**src/rtl/l2_ddr_drain.sv**
```systemverilog
// l2_ddr_drain: moves lines from L2 BRAM port B into fixed-length DDR write bursts.
// The L1 side reads the consumed-line pointer back for its full/empty logic.
module l2_ddr_drain #(
  parameter int                    BURST_LEN  = 8,
  parameter int                    DDR_ADDR_W = 28,
  parameter logic [DDR_ADDR_W-1:0] DDR_BASE   = '0
) (
  input  logic                  clk_166M66,
  input  logic                  rst_n,
  input  logic                  i_enable,
  input  logic [9:0]            i_l2_wr_ptr,
  output logic [9:0]            o_l2_rd_ptr,
  output logic                  o_bram_enb,
  output logic [8:0]            o_bram_addrb,
  input  logic [127:0]          i_bram_doutb,
  output logic                  o_ddr_cmd_valid,
  input  logic                  i_ddr_cmd_ready,
  output logic [DDR_ADDR_W-1:0] o_ddr_cmd_addr,
  output logic                  o_ddr_wdata_valid,
  input  logic                  i_ddr_wdata_ready,
  output logic [127:0]          o_ddr_wdata,
  output logic                  o_ddr_wdata_last,
  output logic                  o_busy
);

  typedef enum logic [1:0] {S_IDLE, S_CMD, S_DATA, S_DONE} state_t;

  localparam logic [6:0]            BL_CNT    = 7'(BURST_LEN);
  localparam logic [6:0]            LAST_BEAT = 7'(BURST_LEN - 1);
  localparam logic [9:0]            PTR_STEP  = 10'(BURST_LEN);
  localparam logic [DDR_ADDR_W-1:0] ADDR_STEP = DDR_ADDR_W'(BURST_LEN * 16);

  state_t                  r_state;
  state_t                  w_nextState;
  logic [9:0]              r_rdPtr;
  logic [DDR_ADDR_W-1:0]   r_ddrAddr;
  logic [8:0]              r_rdAddr;
  logic [6:0]              r_issued;
  logic [6:0]              r_beat;
  logic                    r_inflight;
  logic [127:0]            r_fifo [2];
  logic                    r_wrIdx;
  logic                    r_rdIdx;
  logic [1:0]              r_count;

  logic [9:0]              w_diff;
  logic [9:0]              w_avail;
  logic                    w_start;
  logic                    w_valid;
  logic                    w_last;
  logic                    w_pop;
  logic                    w_push;
  logic [2:0]              w_occ;
  logic                    w_enb;

  // Fill level is clamped to 512 so a bogus write pointer can never over-read.
  assign w_diff  = i_l2_wr_ptr - r_rdPtr;
  assign w_avail = (w_diff > 10'd512) ? 10'd512 : w_diff;
  assign w_start = i_enable && (w_avail >= PTR_STEP);

  // A beat is offered only in DATA, so nothing precedes the command handshake.
  assign w_valid = (r_state == S_DATA) && (r_count != 2'd0);
  assign w_last  = (r_beat == LAST_BEAT);
  assign w_pop   = w_valid && i_ddr_wdata_ready;
  assign w_push  = r_inflight;

  // Occupancy counts the pop of this cycle so a streaming burst has no bubbles.
  assign w_occ = {1'b0, r_count} + {2'b00, r_inflight} - {2'b00, w_pop};
  assign w_enb = ((r_state == S_CMD) || (r_state == S_DATA)) &&
                 (r_issued < BL_CNT) && (w_occ < 3'd2);

  // Next-state selection for the burst sequencer.
  always_comb begin
    w_nextState = r_state;
    case (r_state)
      S_IDLE: if (w_start) w_nextState = S_CMD;
      S_CMD:  if (i_ddr_cmd_ready) w_nextState = S_DATA;
      S_DATA: if (w_pop && w_last) w_nextState = S_DONE;
      S_DONE: w_nextState = S_IDLE;
      default: w_nextState = S_IDLE;
    endcase
  end

  // State register.
  always_ff @(posedge clk_166M66 or negedge rst_n) begin
    if (!rst_n) r_state <= S_IDLE;
    else        r_state <= w_nextState;
  end

  // Per-burst read address, issue count and beat index.
  always_ff @(posedge clk_166M66 or negedge rst_n) begin
    if (!rst_n) begin
      r_rdAddr   <= '0;
      r_issued   <= '0;
      r_beat     <= '0;
      r_inflight <= 1'b0;
    end else begin
      r_inflight <= w_enb;
      if ((r_state == S_IDLE) && w_start) begin
        r_rdAddr <= r_rdPtr[8:0];
        r_issued <= '0;
        r_beat   <= '0;
      end
      if (w_enb) begin
        r_rdAddr <= r_rdAddr + 9'd1;
        r_issued <= r_issued + 7'd1;
      end
      if (w_pop) r_beat <= r_beat + 7'd1;
    end
  end

  // Two-entry output FIFO absorbing the BRAM read latency.
  always_ff @(posedge clk_166M66 or negedge rst_n) begin
    if (!rst_n) begin
      r_fifo[0] <= '0;
      r_fifo[1] <= '0;
      r_wrIdx   <= 1'b0;
      r_rdIdx   <= 1'b0;
      r_count   <= '0;
    end else begin
      if (w_push) begin
        r_fifo[r_wrIdx] <= i_bram_doutb;
        r_wrIdx         <= ~r_wrIdx;
      end
      if (w_pop) r_rdIdx <= ~r_rdIdx;
      case ({w_push, w_pop})
        2'b10:   r_count <= r_count + 2'd1;
        2'b01:   r_count <= r_count - 2'd1;
        default: r_count <= r_count;
      endcase
    end
  end

  // Consumed pointer and DDR address advance only once the whole burst is accepted.
  always_ff @(posedge clk_166M66 or negedge rst_n) begin
    if (!rst_n) begin
      r_rdPtr   <= '0;
      r_ddrAddr <= DDR_BASE;
    end else if (r_state == S_DONE) begin
      r_rdPtr   <= r_rdPtr + PTR_STEP;
      r_ddrAddr <= r_ddrAddr + ADDR_STEP;
    end
  end

  assign o_l2_rd_ptr       = r_rdPtr;
  assign o_bram_enb        = w_enb;
  assign o_bram_addrb      = r_rdAddr;
  assign o_ddr_cmd_valid   = (r_state == S_CMD);
  assign o_ddr_cmd_addr    = r_ddrAddr;
  assign o_ddr_wdata_valid = w_valid;
  assign o_ddr_wdata       = r_fifo[r_rdIdx];
  assign o_ddr_wdata_last  = w_last;
  assign o_busy            = (r_state != S_IDLE);

endmodule

```
**config.mk**
```make
export PLATFORM = sky130hd
export DESIGN_NAME = l2_ddr_drain
export DESIGN_NICKNAME = d
export VERILOG_FILES = /design/src/rtl/l2_ddr_drain.sv
export SDC_FILE = /design/constraint.sdc
export NUM_CORES = 1
export LEC_CHECK = 0
export ABC_CLOCK_PERIOD_IN_PS = 2850
export BUFFER_PORTS_ARGS = -buffer_cell sky130_fd_sc_hd__buf_4
export CAP_MARGIN = 10
export CORE_ASPECT_RATIO = 0.8
export CORE_MARGIN = 8
export CORE_UTILIZATION = 49
export CTS_CLUSTER_DIAMETER = 40
export CTS_CLUSTER_SIZE = 24
export DETAILED_ROUTE_END_ITERATION = 12
export GPL_TIMING_DRIVEN = 0
export PLACE_DENSITY = 0.74
export SYNTH_ARGS = -nofsm -noshare
export SYNTH_HDL_FRONTEND = slang
export SYNTH_SLANG_ARGS = --single-unit
```
**constraint.sdc**
```tcl
create_clock -name clk_166M66 -period 2.85 [get_ports clk_166M66]
set_clock_uncertainty 0.05 [all_clocks]
set_input_delay 0.1425 -clock clk_166M66 [delete_from_list [all_inputs] [get_ports clk_166M66]]
set_output_delay 0.1425 -clock clk_166M66 [all_outputs]
set_load 0.005 [all_outputs]
```
# Yosys cells after proc, flatten, opt, wreduce, memory -nomap -nowiden
# Cells that the tools add are included.
# Widths: inputs -> output; s select.
# totals
register_bits	324
in_bits	143
output_inout_bits	180
# op_classes
n_addsub	10
magnitude_cmp	7
eq_ne	9
n_mux	17
n_bitwise	4
reduce_logical	16
# ops
operator	n
$mux 128	4
$bwmux 256	1
$demux 128 s1	1
$add 28x8->28 const B	1
$mux 7	3
$mux 9	2
$add 7x1->7 const B	2
$add 10x4->10 const B	1
$ge 10x4->1 const B	1
$gt 10x10->1 const B	1
$mux 10	1
$reduce_bool 2->1	5
$sub 10x10->10	1
$add 9x1->9 const B	1
$logic_and 1x1->1	8
$pmux 2 s4	1
$eq 7x3->1 const B	1
$lt 7x4->1 const B	1
$eq 2x2->1 const B	3
$mux 2	3
$eq 2x1->1 const B	2
$ge 2x2->1 const B	2
$ne 2x1->1 const B	2
$not 1->2	2
other kinds (12)	13

# Longest topological paths before layout
# depth
depth_word	8
depth_mapped	15

# Least setup slack after synthesis
# Ideal clock, no wire load.
# synth_timing
path_type	register -> register
start	register r_state[0]
end	register r_rdAddr[5], in the netlist o_bram_addrb[5]
setup_time_ns	0.123
t_arrival_ns	2.932
required_time_ns	2.677
slack_ns	-0.255
path_stages_with_launch	14
n_path_buf	1
synth_period_minus_slack_ns	3.105
path_cell_list	dfrtp_1 inv_1 ha_1 o21a_1 nand2_1 clkinv_1 ha_1 nand2b_1 fa_1 xnor2_1 nand4_1 clkbuf_1 or2b_1 o221a_2
# synth_via
elab_chain_len	7
# synth_lines
item	line	source
start, declared	33	state_t r_state;
start signal, assigned	87	else r_state <= w_nextState;
$eq 2x2->1 *	62	assign w_valid = (r_state == S_DATA) && (r_count != 2'd0);
$logic_and 1x1->1 *	62	
net o_ddr_wdata_valid	19	output logic o_ddr_wdata_valid,
$logic_and 1x1->1 *	64	assign w_pop = w_valid && i_ddr_wdata_ready;
net w_pop	51	logic w_pop;
$sub 3x1->3 *	68	assign w_occ = {1'b0, r_count} + {2'b00, r_inflight} - {2'b00, w_pop};
$lt 3x2->1 *	70	(r_issued < BL_CNT) && (w_occ < 3'd2);
$logic_and 1x1->1 *	70	
$mux 9 or $reduce_bool 2->1 (tied branches)	n/a	
end signal, assigned	100	r_rdAddr <= r_rdPtr[8:0];
end signal, assigned	105	r_rdAddr <= r_rdAddr + 9'd1;
end, declared	37	logic [8:0] r_rdAddr;
# The timed path passes the listed nets; every way through them passes the cells marked *.
# A chain may end at the register's enable or synchronous reset.

# Worst setup path in the final report
# layout_timing
start	register r_state[1]
end	output port o_bram_enb
# layout_via
elab_chain_len	6
# layout_lines
item	line	source
$eq 2x2->1	62	
$logic_and 1x1->1	62	
$logic_and 1x1->1	64	
net w_pop	51	
$sub 3x1->3	68	
$lt 3x2->1	70	
$logic_and 1x1->1	70	
end, declared	13	output logic o_bram_enb,
# The timed path passes the listed nets, and every way through them passes these cells.

==> flow_summary.json <==
{
  "layoutNonFillerInstCount": 1898,
  "slew_viol_final": 0,
  "r2r.worst_path.cells": 14,
  "crit_chain": "ha_4 > o21a_4 > nand2_4 > clkinv_4 > ha_4 > nand2b_4 > fa_2 > xnor2_2 > nand4_1 > inv_2 > buf_8 > buf_6",
  "finalSetupTns_ps": -88.3,
  "routabilityCongestion": 0.816,
  "top_level_ports": 323,
  "netlist_instances": 990,
  "slowest_delay_ps": 420,
  "overflow": 0,
  "fmax_mhz": 343,
  "htreeDepth": 2,
  "violations": "negative setup slack",
  "clk_pin_slew_ps": 60,
  "place_worst_setup_slack_ps": -280,
  "fin_crit_ps": 2920,
  "grt_pass1_vias": 10722,
  "synth_ff_type": "dfrtp_1",
  "status": "complete, but fails checks",
  "die_x_um": 205,
  "cp_common_cell": "ha_4",
  "cp-start-kind": "flip-flop",
  "dr.pass1.iters": 4,
  "rows": 55,
  "ys.warnings.count": 0,
  "drc": 0,
  "numCtsBuffers": 38,
  "fillerInstances": 1877,
  "ys_ff_latch": 314,
  "core_area_um2": 28200,
  "syn_avg_cell_area_um2": 14.2,
  "maxCapViolCount": 0,
  "criticalPathCategory": "flip-flop to output port",
  "finalHoldViolCount": 0,
  "power.total_mw": 22.4,
  "setup-violations-final": 2,
  "cp_slowest_cell": "dfrtp_1",
  "start_util_pct": 49.7,
  "die_h_um": 167,
  "pwr_density_cell_nw_per_um2": 1130,
  "dieArea_um2": 34300,
  "r2r_start": "r_state[1]$_DFFE_PN0P_",
  "layout_common_cells": "386 x mux2_2, 334 x buf_4, 309 x dfrtp_1",
  "utilization_pct": 70.3,
  "hpwl_um": 24700,
  "synth_edf_count": 0,
  "grt_pass1_wl_um": 59100,
  "holdPathEnd": "r_state[0]$_DFFE_PN0P_",
  "cpLargestDelayFamily": "adder cells",
  "rsz0062_at_grt": "yes",
  "holdWs_ps": 46.0,
  "worstPathRequired_ps": 2660,
  "critPathCaptureType": "output port",
  "wl_per_cell_um": 19.5,
  "nets": 1659,
  "antenna_found_initial": 2,
  "drt-total-wl_um": 37100,
  "yosysSeqAreaShare_pct": 56.0,
  "vias": 9828,
  "grt_start_max_net_pins": 118,
  "total_leakage_power_nw": 9.00,
  "worstReg2RegEnd": "o_bram_addrb[7]$_DFFE_PN0P_",
  "final_common_cell": "mux2_2",
  "drt-initial-drc-count": 377,
  "synth_area_um2": 14000,
  "cp_max_fo": 2,
  "hold_start": "i_ddr_cmd_ready",
  "cts_tree": "yes",
  "async_reset_ff_share_pct": 100,
  "design_area_um2": 19800,
  "path_buf_inv": 4,
  "hold-path-cell-count": 3,
  "root_buffer": "clkbuf_16",
  "worstSkewPairLatency_ps": 510,
  "via_per_inst": 5.18,
  "worst_pin_slew_ps": 796,
  "drive_gt1_share_pct": 54.5,
  "ys_types": 49,
  "place_inst": 1680,
  "min_path_type": "primary input to flip-flop",
  "cts_sinks": 314,
  "ant_nets": 0,
  "groute.usage.overall_pct": 21.1,
  "irDropWorstVdd_mv": 0.747,
  "crit_cells": 12,
  "post-route-period-util_pct": 102,
  "port_buffers": 309,
  "syn_to_final_growth_pct": 41.5,
  "placed_cell_area_um2": 16900,
  "clockBufferDepth": 3,
  "relSlewSlack_pct": 46.9,
  "arrival_ps": 2720,
  "setup_slack_ps": -67.4,
  "timing.reg2reg.setup_slack_ps": -20
}
## how the worst max path moves through the flow
stage | start | to | slack [ps]
2_1_floorplan | r_state[0]$_DFFE_PN0P_ | o_bram_addrb[5]$_DFFE_PN0P_ | 10
3_3_place_gp | rst_n | r_fifo[37]$_DFFE_PN0P_ | -1280
3_5_place_dp | r_state[0]$_DFFE_PN0P_ | o_bram_addrb[3]$_DFFE_PN0P_ | -280
4_1_cts | r_state[0]$_DFFE_PN0P_ | o_bram_enb | -70
5_1_grt | r_state[0]$_DFFE_PN0P_ | o_bram_enb | -190
6_report | r_state[1]$_DFFE_PN0P_ | o_bram_enb | -70
## area by class of cell
| cell class | count | area [um^2] | share of cell area, % |
|---|---|---|---|
| clock inverter | 24 | 268 | 1.35 |
| antenna | 2 | 5.00 | 0.0252 |
| inverter | 16 | 65.1 | 0.328 |
| sequential | 314 | 7860 | 39.6 |
| clock buffer | 45 | 1060 | 5.35 |
| tap | 370 | 463 | 2.33 |
| buffer | 58 | 282 | 1.42 |
| multi-input combinational | 610 | 5990 | 30.2 |
| timing repair buffer | 459 | 3850 | 19.4 |
## cell usage after synthesis (all sizes together) (3+ instances only)
cell | count | area (um^2)
and2 | 4 | 25.0
o21a | 3 | 22.5
o31ai | 3 | 27.5
mux2i | 3 | 30.0
or2 | 3 | 18.8
ha | 17 | 213
a21oi | 14 | 70.1
and4 | 5 | 43.8
or3 | 4 | 25.0
inv | 15 | 56.3
dfrtp | 314 | 7860
nand2 | 30 | 113
nor2 | 13 | 48.8
mux2 | 386 | 4350
buf | 17 | 115
clkbuf | 42 | 158
o21ai | 9 | 45.0
nand4 | 9 | 62.6
and3 | 4 | 25.0
xnor2 | 27 | 236
nand3 | 31 | 155
xor2 | 9 | 78.8
## layer usage
layer	vias to the layer above	global-route usage (%)	part of all wire, %
met1	4937	27.8	43
li1	4541	-	-
met5	-	0	0
met3	72	5.40	7.2
met2	278	33.8	46
met4	0	6.61	3.0
## logic make-up (layout without fill, tap and decap cells)
family                     count (synthesis)  after routing  share of synthesized area (%)
buffers and inverters                     75            602                           2.37
DFF                                      314            314                           56.0
xor gates and xnor gates                  36             36                           2.25
AOI/OAI and AO/OA                         41             41                           2.04
and+or+nand+nor                          115            115                           4.25
muxes                                    389            389                           31.2
other                                      1             12                         0.0267
adders and majority gates                 19             19                           1.80
## timing repair
item                       4_1_cts  5_1_grt
hold buffers                   129        0
cloned                           0        1
hold endpoints to repair       347        0
setup endpoints to repair      117       17
resized for setup               14       23
pin swaps                        3        7
setup buffers                   11        8
## where the power goes
| part | internal [mW] | switching, mW | total [mW] |
|---|---|---|---|
| logic | 5.86 | 3.85 | 9.71 |
| clock network | 3.01 | 2.00 | 5.01 |
| registers | 6.54 | 1.16 | 7.70 |
| total | 15.4 | 7.00 | 22.4 |
## state kept, by name, indices dropped and copies added, names as in the netlist
register        cells
r_inflight          1
o_ddr_cmd_addr     21
r_count             2
r_wrIdx             1
r_issued            7
r_beat              7
o_bram_addrb        9
r_fifo            256
r_rdIdx             1
o_l2_rd_ptr         7
r_state             2
## worst reg2reg max path: stages (launching register included)
cell	delay [ps]
dfrtp_1	420
ha_4	180
o21a_4	120
nand2_4	80
clkinv_4	60
ha_4	200
nand2b_4	140
fa_2	370
xnor2_2	160
nand4_1	180
buf_4	200
buf_8	120
nor2_2	120
a21oi_1	50
o221a_2	300
No activity file was read; power rests on OpenSTA's default activity.
